===== src/rtl/coeff_sweep_scheduler_if.sv =====
`default_nettype none
// ============================================================================
//  Module   : coeff_sweep_scheduler_if
//  Purpose  : Bundles the sample handshake, the host coefficient write port,
//             the coefficient memory port and the tap qualifiers of the
//             coefficient sweep scheduler.
//             master = scheduler side, slave = surrounding datapath/host.
//  Revision : 1.0  initial release
// ============================================================================
interface coeff_sweep_scheduler_if #(
    parameter int ADDR_WIDTH  = 7,
    parameter int COEFF_WIDTH = 16
);
    logic                   sample_valid;
    logic                   sample_ready;
    logic                   host_wr_valid;
    logic                   host_wr_ready;
    logic [ADDR_WIDTH-1:0]  host_wr_addr;
    logic [COEFF_WIDTH-1:0] host_wr_data;
    logic                   host_wr_err;
    logic                   mem_wr_en;
    logic [ADDR_WIDTH-1:0]  mem_wr_addr;
    logic [COEFF_WIDTH-1:0] mem_wr_data;
    logic                   mem_rd_en;
    logic [ADDR_WIDTH-1:0]  mem_rd_addr;
    logic                   tap_valid;
    logic [ADDR_WIDTH-1:0]  tap_index;
    logic                   tap_first;
    logic                   tap_last;
    logic                   busy;

    modport master (
        input  sample_valid, host_wr_valid, host_wr_addr, host_wr_data,
        output sample_ready, host_wr_ready, host_wr_err,
        output mem_wr_en, mem_wr_addr, mem_wr_data,
        output mem_rd_en, mem_rd_addr,
        output tap_valid, tap_index, tap_first, tap_last, busy
    );

    modport slave (
        output sample_valid, host_wr_valid, host_wr_addr, host_wr_data,
        input  sample_ready, host_wr_ready, host_wr_err,
        input  mem_wr_en, mem_wr_addr, mem_wr_data,
        input  mem_rd_en, mem_rd_addr,
        input  tap_valid, tap_index, tap_first, tap_last, busy
    );
endinterface
`default_nettype wire


===== src/rtl/coeff_sweep_scheduler.sv =====
`default_nettype none
// ============================================================================
//  Module   : coeff_sweep_scheduler
//  Purpose  : Issues one coefficient read sweep (addresses 0..TAPS-1) per
//             accepted sample, emits tap-aligned qualifiers one cycle behind
//             the reads, and commits buffered host coefficient writes only
//             between sweeps.
//  Options  : COEFF_SWEEP_STATS_EN adds sweep_count / write_count outputs.
//  Revision : 1.0  initial release
// ============================================================================
module coeff_sweep_scheduler #(
    parameter int TAPS        = 128,
    parameter int COEFF_WIDTH = 16,
    parameter int ADDR_WIDTH  = 7
) (
    input  wire logic               clk,
    input  wire logic               rst_n,
    coeff_sweep_scheduler_if.master bus
`ifdef COEFF_SWEEP_STATS_EN
    ,
    output logic [15:0]             sweep_count,
    output logic [15:0]             write_count
`endif
);

    localparam logic [1:0] c_IDLE  = 2'd0;
    localparam logic [1:0] c_SWEEP = 2'd1;
    localparam logic [1:0] c_DRAIN = 2'd2;
    localparam logic [1:0] c_WRITE = 2'd3;

    localparam logic [ADDR_WIDTH-1:0] c_LAST_ADDR = ADDR_WIDTH'(TAPS - 1);

    logic [1:0]             r_state;
    logic [ADDR_WIDTH-1:0]  r_cnt;
    logic                   r_pending;
    logic [ADDR_WIDTH-1:0]  r_wr_addr;
    logic [COEFF_WIDTH-1:0] r_wr_data;
    logic                   r_err;
    logic                   r_run;
    logic                   r_tap_valid;
    logic [ADDR_WIDTH-1:0]  r_tap_index;
    logic                   r_tap_first;
    logic                   r_tap_last;

    logic w_idle;
    logic w_rd_en;
    logic w_wr_en;
    logic w_sample_ready;
    logic w_host_ready;
    logic w_sample_acc;
    logic w_host_acc;
    logic w_addr_oob;

    // r_run keeps both readies low while reset is held, so every output
    // reads 0 during reset; it rises on the first clock after release.
    assign w_idle         = (r_state == c_IDLE);
    assign w_rd_en        = (r_state == c_SWEEP);
    assign w_wr_en        = (r_state == c_WRITE);
    assign w_sample_ready = r_run && w_idle && !r_pending;
    assign w_host_ready   = r_run && !r_pending;
    assign w_sample_acc   = bus.sample_valid && w_sample_ready;
    assign w_host_acc     = bus.host_wr_valid && w_host_ready;
    assign w_addr_oob     = (32'(bus.host_wr_addr) >= 32'(TAPS));

    assign bus.sample_ready  = w_sample_ready;
    assign bus.host_wr_ready = w_host_ready;
    assign bus.host_wr_err   = r_err;
    assign bus.mem_wr_en     = w_wr_en;
    assign bus.mem_wr_addr   = w_wr_en ? r_wr_addr : '0;
    assign bus.mem_wr_data   = w_wr_en ? r_wr_data : '0;
    assign bus.mem_rd_en     = w_rd_en;
    assign bus.mem_rd_addr   = w_rd_en ? r_cnt : '0;
    assign bus.tap_valid     = r_tap_valid;
    assign bus.tap_index     = r_tap_index;
    assign bus.tap_first     = r_tap_first;
    assign bus.tap_last      = r_tap_last;
    assign bus.busy          = !w_idle || r_pending;

    // Sequencer: pending writes take priority over new samples in IDLE;
    // the read counter stops at the last address and the state moves on.
    always_ff @(posedge clk or negedge rst_n) begin
        if (!rst_n) begin
            r_state <= c_IDLE;
            r_cnt   <= '0;
        end else begin
            case (r_state)
                c_IDLE: begin
                    if (r_pending) begin
                        r_state <= c_WRITE;
                    end else if (w_sample_acc) begin
                        r_state <= c_SWEEP;
                        r_cnt   <= '0;
                    end
                end
                c_SWEEP: begin
                    if (r_cnt == c_LAST_ADDR) begin
                        r_state <= c_DRAIN;
                    end else begin
                        r_cnt <= r_cnt + 1'b1;
                    end
                end
                c_DRAIN: begin
                    r_state <= c_IDLE;
                    r_cnt   <= '0;
                end
                c_WRITE: begin
                    r_state <= c_IDLE;
                end
                default: begin
                    r_state <= c_IDLE;
                    r_cnt   <= '0;
                end
            endcase
        end
    end

    // Host write holding register: an in-range write is held until the
    // WRITE state commits it; an out-of-range write only raises the error.
    always_ff @(posedge clk or negedge rst_n) begin
        if (!rst_n) begin
            r_pending <= 1'b0;
            r_wr_addr <= '0;
            r_wr_data <= '0;
            r_err     <= 1'b0;
        end else begin
            r_err <= w_host_acc && w_addr_oob;
            if (w_wr_en) begin
                r_pending <= 1'b0;
            end else if (w_host_acc && !w_addr_oob) begin
                r_pending <= 1'b1;
                r_wr_addr <= bus.host_wr_addr;
                r_wr_data <= bus.host_wr_data;
            end
        end
    end

    // Run flag that releases the readies one clock after reset deasserts.
    always_ff @(posedge clk or negedge rst_n) begin
        if (!rst_n) begin
            r_run <= 1'b0;
        end else begin
            r_run <= 1'b1;
        end
    end

    // Tap qualifiers trail the read strobe by one cycle to line up with the
    // memory's registered read data.
    always_ff @(posedge clk or negedge rst_n) begin
        if (!rst_n) begin
            r_tap_valid <= 1'b0;
            r_tap_index <= '0;
            r_tap_first <= 1'b0;
            r_tap_last  <= 1'b0;
        end else begin
            r_tap_valid <= w_rd_en;
            r_tap_index <= w_rd_en ? r_cnt : '0;
            r_tap_first <= w_rd_en && (r_cnt == '0);
            r_tap_last  <= w_rd_en && (r_cnt == c_LAST_ADDR);
        end
    end

`ifdef COEFF_SWEEP_STATS_EN
    // Activity counters: completed sweeps and committed writes, free-running.
    always_ff @(posedge clk or negedge rst_n) begin
        if (!rst_n) begin
            sweep_count <= '0;
            write_count <= '0;
        end else begin
            if (r_tap_last) begin
                sweep_count <= sweep_count + 16'd1;
            end
            if (w_wr_en) begin
                write_count <= write_count + 16'd1;
            end
        end
    end
`endif

endmodule
`default_nettype wire

===== src/flat_wrapper.sv =====
// flat-port wrapper written by rule: the top's interface ports become plain ports
module coeff_sweep_scheduler_flat 
#(
    parameter int TAPS        = 128,
    parameter int COEFF_WIDTH = 16,
    parameter int ADDR_WIDTH  = 7
)
  (clk, rst_n, bus_sample_valid, bus_host_wr_valid, bus_host_wr_addr, bus_host_wr_data, bus_sample_ready, bus_host_wr_ready, bus_host_wr_err, bus_mem_wr_en, bus_mem_wr_addr, bus_mem_wr_data, bus_mem_rd_en, bus_mem_rd_addr, bus_tap_valid, bus_tap_index, bus_tap_first, bus_tap_last, bus_busy);
  coeff_sweep_scheduler_if #(.ADDR_WIDTH(ADDR_WIDTH), .COEFF_WIDTH(COEFF_WIDTH)) bus_i ();
  input  wire logic clk;
  input  wire logic rst_n;
  input wire logic [$bits(bus_i.sample_valid)-1:0] bus_sample_valid;
  input wire logic [$bits(bus_i.host_wr_valid)-1:0] bus_host_wr_valid;
  input wire logic [$bits(bus_i.host_wr_addr)-1:0] bus_host_wr_addr;
  input wire logic [$bits(bus_i.host_wr_data)-1:0] bus_host_wr_data;
  output wire logic [$bits(bus_i.sample_ready)-1:0] bus_sample_ready;
  output wire logic [$bits(bus_i.host_wr_ready)-1:0] bus_host_wr_ready;
  output wire logic [$bits(bus_i.host_wr_err)-1:0] bus_host_wr_err;
  output wire logic [$bits(bus_i.mem_wr_en)-1:0] bus_mem_wr_en;
  output wire logic [$bits(bus_i.mem_wr_addr)-1:0] bus_mem_wr_addr;
  output wire logic [$bits(bus_i.mem_wr_data)-1:0] bus_mem_wr_data;
  output wire logic [$bits(bus_i.mem_rd_en)-1:0] bus_mem_rd_en;
  output wire logic [$bits(bus_i.mem_rd_addr)-1:0] bus_mem_rd_addr;
  output wire logic [$bits(bus_i.tap_valid)-1:0] bus_tap_valid;
  output wire logic [$bits(bus_i.tap_index)-1:0] bus_tap_index;
  output wire logic [$bits(bus_i.tap_first)-1:0] bus_tap_first;
  output wire logic [$bits(bus_i.tap_last)-1:0] bus_tap_last;
  output wire logic [$bits(bus_i.busy)-1:0] bus_busy;
  assign bus_i.sample_valid = bus_sample_valid;
  assign bus_i.host_wr_valid = bus_host_wr_valid;
  assign bus_i.host_wr_addr = bus_host_wr_addr;
  assign bus_i.host_wr_data = bus_host_wr_data;
  assign bus_sample_ready = bus_i.sample_ready;
  assign bus_host_wr_ready = bus_i.host_wr_ready;
  assign bus_host_wr_err = bus_i.host_wr_err;
  assign bus_mem_wr_en = bus_i.mem_wr_en;
  assign bus_mem_wr_addr = bus_i.mem_wr_addr;
  assign bus_mem_wr_data = bus_i.mem_wr_data;
  assign bus_mem_rd_en = bus_i.mem_rd_en;
  assign bus_mem_rd_addr = bus_i.mem_rd_addr;
  assign bus_tap_valid = bus_i.tap_valid;
  assign bus_tap_index = bus_i.tap_index;
  assign bus_tap_first = bus_i.tap_first;
  assign bus_tap_last = bus_i.tap_last;
  assign bus_busy = bus_i.busy;
  coeff_sweep_scheduler #(.TAPS(TAPS), .COEFF_WIDTH(COEFF_WIDTH), .ADDR_WIDTH(ADDR_WIDTH)) u_core (.clk(clk), .rst_n(rst_n), .bus(bus_i));
endmodule

===== config.mk =====
export PLATFORM = sky130hd
export DESIGN_NAME = coeff_sweep_scheduler_flat
export DESIGN_NICKNAME = d
export VERILOG_FILES = /design/src/rtl/coeff_sweep_scheduler_if.sv /design/src/rtl/coeff_sweep_scheduler.sv /design/src/flat_wrapper.sv
export SDC_FILE = /design/constraint.sdc
export NUM_CORES = 1
export LEC_CHECK = 0
export CAP_MARGIN = 20
export CORE_MARGIN = 2
export CORE_UTILIZATION = 48
export CTS_CLUSTER_DIAMETER = 50
export DETAILED_ROUTE_END_ITERATION = 16
export GPL_TIMING_DRIVEN = 0
export PLACE_DENSITY = 0.85
export SYNTH_ARGS = -nofsm -noshare
export SYNTH_HDL_FRONTEND = slang
export SYNTH_SLANG_ARGS = --single-unit

===== constraint.sdc =====
create_clock -name clk -period 3.8 [get_ports clk]
set_clock_uncertainty 0.15 [all_clocks]
set_input_delay 1.14 -clock clk [delete_from_list [all_inputs] [get_ports clk]]
set_output_delay 1.14 -clock clk [all_outputs]
set_load 0.005 [all_outputs]

==> out/summary.txt <==
run status - complete, no violations
# rows - 23
final WL - 4.51 mm
Comb pwr share - 0.430
Detailed Routing Iterations Pass 1 - 4
post-synth top area share - 0.542
Post-synth top flop - dfrtp_1
pre-CTS setup slack - 0.908 ns
total track usage - 0.202
CTS Buf Count - 5
Die Y - 69.1 µm
CTS tree - built
largest net degree at the start of global routing - 27
WL per Instance - 15.5 µm
multiplexer share of the synthesized area - 0.167
largest family of logic cells by synthesized area - multiplexers
Mapped Nets - 191
internal power - 1.41 mW
drt initial violations - 120
Synth cell types - 38
Lkg Pwr - 1.38 nW
n_diodes - 0
CP Max Fanout - 10
nets - 270
grt ovf - 0
Via density - 5.26
Setup Fix Bufs, Post-CTS - 0
Final Setup Violations - 0
arrival time worst endpoint - 1.95 ns
crit start category - flip-flop
clock sinks - 44
placed cells - 284
first-pass GRT wire length - 7.53 mm
Routability Congestion - 0.774
Period Utilization, post-route - 0.852
number of global-route vias before repair - 1555
Synth Area in Simple Gates - 0.166
Initial Util - 0.504
synthesized area per cell - 12.5 µm²
via count - 1537
Ys Warns - 0
Critical Path End Type - output port
Post-synth EDFFs - 0
fmax - 0.309 GHz
power share of the clock group - 0.174
Synth async-reset ratio - 1.00
Power Density - 696 nW/µm²
initial antenna violation count - 0
H-Tree Depth - 2
Post-Layout Cell Count - 292
post-layout worst setup margin - 0.561 ns
Mapped Cells - 162
Clock Latency Late Sink - 0.30 ns
hold-fix buffers at CTS - 0
peak supply drop - 0.316 mV
Psw - 0.630 mW
Remaining DRCs - 0
hpwl dp - 3.28 mm
Area Overhead vs Synth - 44.1%
DIE WIDTH - 69.1 µm
unrepaired setup endpoints after global routing - false
Area contributors post-synth - dfrtp_1, mux2_4, and3_1
critical path class - reg2out
maxcap violations - 0
post-synthesis sequential area ratio - 0.542
CTS resizes - 0
post-synth top area cell - dfrtp_1
Setup TNS - 0 ns
Clock Path Buffers - 2
Required @ worst endpoint - 2.51 ns
adder-cell share of the synthesized area - 0.0123
switching part of the total power - 0.309
port bufs - 71
FF+latch count, synth - 44
Core ar. - 4030 µm²
Synth Area in Compound Gates - 0.0616
Routed Antenna Nets - 0
fin crit period - 3.24 ns
Reg power frac - 0.395
XOR/XNOR share of the synthesized area - 0
Root Driver - clkbuf_8
HP Class - reg2reg
Boundary Pins - 73
layout cells sized above 1 - 0.165
Synth Cell Area - 2030 µm²
clock slew at reported path FFs - 0.08 ns
Max Transition Viols Final - 0
Die ar. - 4770 µm²
Final Hold Fails - 0
-- registers in the layout, summed over array words and instances, names as in the netlist --
name,flops
u_core.r_wr_data,16
u_core.bus.tap_index,7
u_core.r_cnt,7
u_core.r_wr_addr,7
u_core.r_state,2
u_core.bus.tap_first,1
u_core.bus.tap_last,1
u_core.bus.tap_valid,1
u_core.r_pending,1
u_core.r_run,1
-- per-stage QoR --
stage               cell area (µm²)  utilization  power [mW]  hold slack, ns
global placement               2810        0.696        1.64           0.312
finish                         2930        0.727        2.04           0.337
floorplan                      2030            -        1.28           0.300
CTS                            2930        0.727        2.05           0.342
global route                   2930        0.727        2.17           0.353
detailed placement             2820        0.700        1.69           0.323
-- final cells by class --
type	instances	area, µm²
clock buffers	6	72.6
plain buffers	12	76.3
inverters	5	18.8
multi-input cells	101	836
repair buffers	72	726
well taps	50	62.6
clock inverters	2	35.0
flip-flops and latches	44	1100
fillers	310	1100
-- Yosys cell counts (2+ instances only) --
cell type / instances
dfrtp_1: 44
and3_1: 24
mux2_4: 19
and2_1: 7
nor2_1: 5
a21oi_1: 4
buf_2: 4
clkbuf_1: 4
inv_1: 4
mux2_1: 4
nand2_1: 4
a211oi_1: 3
buf_6: 3
nand3_1: 3
a21o_1: 2
a31oi_1: 2
conb_1: 2
ha_1: 2
nand2b_1: 2
or3_1: 2
-- layout by cell type (no fill, tap or decap), types with 3 or more instances in the layout --
cell type         n
nor2_1            5
a211oi_1          3
nand2_1           4
mux2_4           19
clkdlybuf4s50_1  70
nand3_1           3
mux2_1            4
a21oi_1           4
clkbuf_8          5
inv_1             4
dfrtp_1          44
and2_1            7
buf_6             3
clkbuf_1          5
buf_2             5
and3_1           24
-- path summary, 6_finish.rpt --
| check | start | to | slack, ns | cells past startpoint |
|---|---|---|---|---|
| worst min register to register | u_core.r_wr_data[15] | u_core.r_wr_data[15] | 0.34 | 1 |
| max in group asynchronous | rst_n | u_core.r_wr_data[4] | 2.41 | 2 |
| worst min-delay path | u_core.r_wr_data[15] | u_core.r_wr_data[15] | 0.34 | 1 |
| worst max register to register | u_core.r_pending | u_core.r_wr_data[6] | 2.08 | 5 |
| min in group asynchronous | rst_n | u_core.bus.tap_index[6] | 0.61 | 1 |
| worst max-delay path | u_core.r_state[0] | bus_mem_wr_addr[2] | 0.56 | 4 |
-- metal layers --
| layer | part of all wire | wire length, µm | vias to the layer above | global-route usage |
|---|---|---|---|---|
| li1 | - | - | 725 | - |
| met1 | 0.41 | 1860 | 747 | 0.250 |
| met2 | 0.51 | 2290 | 57 | 0.329 |
| met3 | 0.062 | 279 | 8 | 0.0614 |
| met4 | 0.018 | 83 | 0 | 0.0806 |
| met5 | 0 | 0 | - | 0 |
-- worst max-delay path: stages, from the launching register on --
cell and delay, ns:
dfrtp_1 0.37, buf_2 0.20, clkbuf_1 0.33, and3_1 0.24, clkdlybuf4s50_1 0.50
-- power by group through the flow --
stage                     clock, mW  sequential, mW  combinational, mW
after CTS                     0.360           0.804              0.888
after global routing          0.384           0.832              0.958
after floorplan                   0           0.775              0.503
final                         0.355           0.805              0.877
after detailed placement          0           0.809              0.884
after global placement            0           0.795              0.849
-- cells by family (layout without fill, tap and decap cells) --
family,Yosys count,count (layout)
multiplexers,24,24
buffers and inverters,17,97
AO/OA/AOI/OAI,17,17
other,2,2
flip-flops,44,44
AND/OR/NAND/NOR,56,56
adder cells (fa/ha/maj),2,2
(Power assumes the default switching activity.)
